`config.mk`:
```
export PLATFORM = sky130hd
export DESIGN_NAME = b1to4_tdm_demuxer
export DESIGN_NICKNAME = d
export VERILOG_FILES = /design/src/rtl/b1to4_tdm_demuxer.sv
export SDC_FILE = /design/constraint.sdc
export NUM_CORES = 1
export LEC_CHECK = 0
export ABC_AREA = 1
export CORE_ASPECT_RATIO = 0.6
export CORE_MARGIN = 2
export CORE_UTILIZATION = 45
export DETAILED_ROUTE_END_ITERATION = 6
export GPL_ROUTABILITY_DRIVEN = 1
export HOLD_SLACK_MARGIN = 0.08
export PLACE_DENSITY = 0.79
export SKIP_LAST_GASP = 1
export SLEW_MARGIN = 40
export SYNTH_ARGS = -nofsm -noshare
export SYNTH_HDL_FRONTEND = slang
export SYNTH_SLANG_ARGS = --single-unit
export TNS_END_PERCENT = 5
```
`constraint.sdc`:
```
create_clock -name clock -period 4.9 [get_ports clock]
set_input_delay 0.735 -clock clock [delete_from_list [all_inputs] [get_ports clock]]
set_output_delay 0.735 -clock clock [all_outputs]
set_load 0.005 [all_outputs]
```
`src/rtl/b1to4_tdm_demuxer.sv`:
```
// 1-to-4 TDM demultiplexer: collects four channel samples per frame from a
// time-multiplexed stream, aligning on a frame marker and publishing whole frames.
module b1to4_tdm_demuxer #(
  parameter int unsigned W = 8
) (
  input  logic             clock,
  input  logic             reset,
  input  logic [W-1:0]     x0,
  input  logic             valid,
  input  logic             sync,
  output logic [4*W-1:0]   z3_z0,
  output logic [1:0]       b1_b0,
  output logic             frame_ok,
  output logic             sync_err,
  output logic             locked
);

  typedef enum logic {
    ST_HUNT = 1'b0,
    ST_RECV = 1'b1
  } state_t;

  state_t           state_q, state_d;
  logic [1:0]       slot_q, slot_d;
  logic [W-1:0]     stage_q [3];
  logic [W-1:0]     stage_d [3];
  logic [4*W-1:0]   frame_q, frame_d;
  logic             ok_q, ok_d;
  logic             err_q, err_d;

  // State and datapath registers
  always_ff @(posedge clock) begin
    if (reset) begin
      state_q <= ST_HUNT;
      slot_q  <= 2'd0;
      stage_q <= '{default: '0};
      frame_q <= '0;
      ok_q    <= 1'b0;
      err_q   <= 1'b0;
    end else begin
      state_q <= state_d;
      slot_q  <= slot_d;
      stage_q <= stage_d;
      frame_q <= frame_d;
      ok_q    <= ok_d;
      err_q   <= err_d;
    end
  end

  // Next-state: the slot-3 sample bypasses staging straight into the frame
  always_comb begin
    state_d = state_q;
    slot_d  = slot_q;
    stage_d = stage_q;
    frame_d = frame_q;
    ok_d    = 1'b0;
    err_d   = 1'b0;

    if (valid) begin
      unique case (state_q)
        ST_HUNT: begin
          if (sync) begin
            stage_d[0] = x0;
            slot_d     = 2'd1;
            state_d    = ST_RECV;
          end
        end
        ST_RECV: begin
          if (slot_q == 2'd0) begin
            if (sync) begin
              stage_d[0] = x0;
              slot_d     = 2'd1;
            end else begin
              err_d   = 1'b1;
              state_d = ST_HUNT;
            end
          end else if (sync) begin
            // Marker mid-frame: drop the partial frame and restart on this sample
            err_d      = 1'b1;
            stage_d[0] = x0;
            slot_d     = 2'd1;
          end else begin
            unique case (slot_q)
              2'd1: begin
                stage_d[1] = x0;
                slot_d     = 2'd2;
              end
              2'd2: begin
                stage_d[2] = x0;
                slot_d     = 2'd3;
              end
              default: begin
                frame_d = {x0, stage_q[2], stage_q[1], stage_q[0]};
                ok_d    = 1'b1;
                slot_d  = 2'd0;
              end
            endcase
          end
        end
        default: state_d = ST_HUNT;
      endcase
    end
  end

  assign z3_z0    = frame_q;
  assign b1_b0    = slot_q;
  assign frame_ok = ok_q;
  assign sync_err = err_q;
  assign locked   = (state_q == ST_RECV);

endmodule

```
==> results of run 1 <==
-- state kept, by name, indices dropped and copies added (netlist names) --
register and cells:
frame_ok 1, z3_z0 32, b1_b0 2, sync_err 1, locked 1, stage_q 24
-- layout make-up --
cell class,instances,area [um2]
tap,66,82.6
sequential,61,1220
clock inverter,5,75.1
multi-input combinational,203,983
timing repair buffer,49,488
fill,458,2030
inverter,21,86.3
clock buffer,10,138
-- power breakdown --
part	leakage, nW	switching (mW)	internal (mW)
Combinational	0.635	0.0326	0.0221
Clock	0.112	0.182	0.294
Sequential	0.493	0.00450	0.502
-- metal layers --
metal | up-vias | global-route usage (%) | part of all wire [%]
li1 | 1041 | - | -
met1 | 883 | 24.1 | 50
met2 | 61 | 28.6 | 43
met3 | 2 | 8.06 | 7.2
met4 | 0 | 3.33 | 0.16
met5 | - | 0 | 0
-- cell families (layout without fill, tap and decap cells) --
logic type / after synthesis / count (layout) / synth area share [%]
compound gates: 51 / 51 / 10.6
fa+ha+maj: 6 / 6 / 3.12
buf+inv: 37 / 85 / 8.47
flops: 61 / 61 / 50.7
simple gates: 146 / 146 / 27.1
-- path summary, 6_finish.rpt --
path	from	end	cells past startpoint
max	locked$_SDFFE_PP0P_	locked	1
min	stage_q[14]$_SDFFE_PP0P_	stage_q[14]$_SDFFE_PP0P_	2
max reg2reg	b1_b0[0]$_SDFFE_PP0P_	stage_q[3]$_SDFFE_PP0P_	9
min reg2reg	stage_q[14]$_SDFFE_PP0P_	stage_q[14]$_SDFFE_PP0P_	2
-- stage by stage --
stage          total power, mW  area (um2)  instances  utilization [%]
5_1_grt                   1.08        3070        415             60.2
3_3_place_gp             0.570        2860        400             56.1
6_report                  1.04        3070        415             60.2
2_1_floorplan            0.550        2410        301                -
3_5_place_dp             0.572        2860        400             56.1
4_1_cts                   1.05        3070        415             60.2
-- cell usage in the layout, fill, tap and decap left out, drive strengths merged, types with 3 or more instances in the layout --
| cell type | synthesis | final |
|---|---|---|
| clkdlybuf4s50 | 0 | 48 |
| nand3 | 19 | 19 |
| a21oi | 10 | 10 |
| nand2 | 22 | 22 |
| nor3 | 4 | 4 |
| clkinv | 0 | 3 |
| clkbuf | 5 | 10 |
| nor2 | 99 | 99 |
| o21ai | 41 | 41 |
| inv | 21 | 21 |
| ha | 6 | 6 |
| dfxtp | 61 | 61 |
==> results.md, run 1 <==
- Initial detailed-routing violation count: 85
- Hold slack: 0.479 ns
- Crit Path Max Fanout: 5
- Worst skew pair latency: 0.33 ns
- Seq/Total Area, Yosys: 50.7%
- Setup Slack @ Placement: 2.58 ns
- Clock sinks: 61
- Final Cycle Share: 41.9%
- Flop and latch count out of synthesis: 61
- Nets@finish: 363
- Pwr dens: 337 mW/mm2
- Critical Path AT: 1.32 ns
- Detail Route Antenna Nets: 0
- Die Ht: 60.7 um
- Gr ovfl total: 0
- Largest net degree at the start of global routing: 61
- First-pass GRT wire length: 8400 um
- Hold Crit Class: flop to flop
- Area growth from synthesis to layout: 27.6%
- CTS Buffer Depth: 2
- Vias in the first global route: 1859
- Post-Syn Area: 0.00241 mm2
- Number of synthesized flops with an enable pin: 0
- Main synth FF type: dfxtp_1
- WL per Instance: 12.0 um
- Post-Synthesis Cells: 301
- CP Class: flop to output port
- MaxCap Viol Count: 0
- Vias/cell: 4.79
- Unrepaired setup endpoints after global routing: false
- Family with the most delay on the worst path: buffers and inverters
- Drt pass-1 iters: 4
- Distinct cells, synth: 26
- IO Pins: 49
- Initial antenna violation count: 0
- Detailed Place HPWL: 3390 um
- Final Max Slew Viols: 0
- Htree depth: 3
- Overall die width: 98.5 um
- Row count: 20
- Syn Nets: 319
- Worst-Margin Slew: 0.483 ns
- CP Capture Type: output port
- Setup slack on the worst flop-to-flop path: 3.04 ns
- Post-CTS setup buffers: 0
- Share of cells above drive strength 1: 9.74%
- CTS hold repair buffers: 0
- WL final: 4980 um
- Most frequent cell after synthesis: nor2_1
- CP Cell Sequence: clkdlybuf4s50_1
- Status: finished, final reports clean
- Synth warnings: 0
- Slowest stage delay, CP: 0.55 ns
- VDD IR max: 227 uV
- Final setup violating endpoints: 0
- Placer Congestion: 0.831
- Fin crit period: 2.06 ns
- Yosys top cell area share: 50.7%
- CTS tree: done
- Initial Util: 47.2%
- Drt drc: 0
- Bufs and invs on worst path: 1
- DIE AREA: 0.00597 mm2
- Fmax: 487 MHz
- Rel. slew slack: 67.8%
- Cts bufs inserted: 9
- Via count: 1987
- Clock transition at the registers of the reported paths: 0.06 ns
- Worst endpoint required time: 4.16 ns
- Dominant cell type by area after synthesis: dfxtp_1
- Clock skew: 0.00608 ns
- Cts repair resizes: 0
- Final setup TNS: 0 ns
- N_diodes: 0
- Pleak: 1.24 nW
- Worst setup slack after layout: 2.84 ns
- Crit-path slowest cell: clkdlybuf4s50_1
- Core region area: 0.00510 mm2
- Synth top cells by count: nor2_1 (88), dfxtp_1 (61), o21ai_0 (31)
- Final hold vios: 0
- Number of buffers added on ports: 48
- FFs w/ async S/R, synth: 0%
- Total GRT Usage: 18.2%
- Startpoint Class: flop
- Mean post-synth cell area: 8.00 um2
- Area contributors post-synth: dfxtp_1 (51%), nor2_1 (14%), o21ai_0 (6.4%)
- Clock root cell: clkbuf_8
Note: power is estimated with default switching activity, not from simulation.
==> run 2, diff against run 1 <==
- PLACE_DENSITY: 0.79 -> 0.82
- clock period: 4.9 -> 1.75 ns (I/O delays scaled with it)
==> run 2 against run 1 <==
Register-to-register slack got worse by 3.0 ns. Clock skew increased by 0.0016 ns. Utilization increased by 1.8 points. Count of clock-buffer cells in the layout increased by 1. Total power increased to 2.7 times the previous value. Critical path type is now flop to flop. First-iteration DRC count unchanged. Non-clock buffer count increased by 9.
==> results.md, run 2 (same netlist as run 1, synthesis figures left out) <==
- WL final: 5170 um (was 4980 um)
- Post-CTS setup buffers: 0 (unchanged)
- Clock transition at the registers of the reported paths: 0.07 ns (was 0.06 ns)
- Final hold vios: 0 (unchanged)
- Status: finished, final reports clean (unchanged)
- Worst endpoint required time: 1.99 ns (was 4.16 ns)
- Row count: 20 (unchanged)
- CP Capture Type: flop (was output port)
- Fmax: 601 MHz
- Worst skew pair latency: 0.33 ns (about the same)
- Max FFs per register: 32 (unchanged)
- Largest net degree at the start of global routing: 41 (was 61)
- CP Cell Sequence: inv_1 > ha_1 > inv_1 > ha_1 > inv_1 > nor2_4 > nand3_1 > nand2_1 > nor2_1 (was clkdlybuf4s50_1)
- Most frequent CP cell: inv_1
- Non-filler cells, final: 424 (was 415)
- CTS Buffer Depth: 2 (unchanged)
- Die Ht: 60.7 um (unchanged)
- DP Area: 0.00297 mm2 (was 0.00286 mm2)
- VDD IR max: 432 uV (was 227 uV)
- N_diodes: 0 (unchanged)
- Fin crit period: 1.66 ns
- Register area: 0.00122 mm2 (unchanged)
- Initial detailed-routing violation count: 85 (unchanged)
- Detailed Place HPWL: 3710 um (was 3390 um)
- Cts repair resizes: 0 (unchanged)
- CTS hold repair buffers: 0 (unchanged)
- Most common cell after layout, fill and taps aside: nor2_1 (unchanged)
- Initial antenna violation count: 0 (unchanged)
- Detail Route Antenna Nets: 0 (unchanged)
- Gr ovfl total: 0 (unchanged)
- Critical Path AT: 1.90 ns (was 1.32 ns)
- Hold Crit Class: flop to flop (unchanged)
- CP Class: flop to flop (was flop to output port)
- Initial Util: 47.2% (unchanged)
- MaxCap Viol Count: 0 (unchanged)
- Core region area: 0.00510 mm2 (unchanged)
- Vias/cell: 4.81 (was 4.79)
- Crit Path Max Fanout: 16 (was 5)
- CTS tree: done (unchanged)
- Setup slack on the worst flop-to-flop path: 0.09 ns (was 3.04 ns)
- Drt pass-1 iters: 4 (unchanged)
- Pwr dens: 894 mW/mm2 (was 337 mW/mm2)
- Cts bufs inserted: 9 (unchanged)
- Bufs and invs on worst path: 3 (was 1)
- Overall die width: 98.5 um (unchanged)
- IO Pins: 49 (unchanged)
- Family with the most delay on the worst path: simple AND/OR/NAND/NOR gates (was buffers and inverters)
- WL per Instance: 12.2 um (was 12.0 um)
- Startpoint Class: flop (unchanged)
- DIE AREA: 0.00597 mm2 (unchanged)
- Via count: 2038 (was 1987)
- Clock sinks: 61 (unchanged)
- Final setup violating endpoints: 0 (unchanged)
- Clock skew: 0.00767 ns (was 0.00608 ns)
- Inst Count DP: 409 (was 400)
- Fill cell count: 466 (was 458)
- Htree depth: 3 (unchanged)
- Final Max Slew Viols: 0 (unchanged)
- Power Total: 2.83 mW (was 1.04 mW)
- Total GRT Usage: 18.8% (was 18.2%)
- Final core occ: 62.0% (was 60.2%)
- Rel. slew slack: 76.5% (was 67.8%)
- First-pass GRT wire length: 8490 um (was 8400 um)
- Final Cycle Share: 95.1%
- Worst-Margin Slew: 0.352 ns (was 0.483 ns)
- Area growth from synthesis to layout: 31.4% (was 27.6%)
- Vias in the first global route: 1887 (was 1859)
- Pleak: 1.29 nW (was 1.24 nW)
- Placer Congestion: 0.849 (was 0.831)
- Final instance area: 0.00317 mm2 (was 0.00307 mm2)
- Number of buffers added on ports: 48 (unchanged)
- Nets@finish: 372 (was 363)
- Share of cells above drive strength 1: 12.0% (was 9.74%)
- Drt drc: 0 (unchanged)
- Clock root cell: clkbuf_8 (unchanged)
- Slowest stage delay, CP: 0.33 ns (was 0.55 ns)
- Multi-input logic area: 983 um2 (unchanged)
- Final setup TNS: 0 ns (unchanged)
- Unrepaired setup endpoints after global routing: true (was false)
- Highest-count cells in the layout ignoring fill and taps: nor2_1 (88), dfxtp_1 (61), clkdlybuf4s50_1 (48) (unchanged)
- Crit-path slowest cell: dfxtp_1 (was clkdlybuf4s50_1)
-- run 2: area by class of cell --
type,instances,share of cell area [%]
Inverter,21,2.73
Multi-Input combinational cell,203,31.1
Timing Repair Buffer,58,18.7
Clock inverter,4,1.50
Tap cell,66,2.61
Sequential cell,61,38.6
Clock buffer,11,4.78
-- run 2: power breakdown --
part | internal, mW | switching (mW)
Sequential | 1.41 | 0.0108
Clock | 0.721 | 0.514
Combinational | 0.0780 | 0.100
-- run 2: metrics by stage --
stage,setup slack [ns],hold slack [ns]
after global routing,-0.0612,0.473
after CTS,0.0674,0.476
final,0.0865,0.479
after floorplan,0.131,0.339
after detailed placement,-0.0585,0.471
after global placement,-0.00882,0.461
-- run 2: worst paths after layout --
kind	start	to	depth (start not counted)
setup / recovery	b1_b0[0]$_SDFFE_PP0P_	stage_q[9]$_SDFFE_PP0P_	9
hold / removal	stage_q[1]$_SDFFE_PP0P_	stage_q[1]$_SDFFE_PP0P_	2
hold reg to reg	stage_q[1]$_SDFFE_PP0P_	stage_q[1]$_SDFFE_PP0P_	2
setup reg to reg	b1_b0[0]$_SDFFE_PP0P_	stage_q[9]$_SDFFE_PP0P_	9
-- run 2: worst min-delay path, stage by stage (launching register included) --
cell     delay, ns
dfxtp_1       0.32
nor2_1        0.04
nor2_1        0.08
-- run 2: layer usage --
metal	routed length (um)	track usage [%]
met3	412	8.87
met4	66	5.87
met5	0	0
met1	2520	23.8
met2	2160	29.1
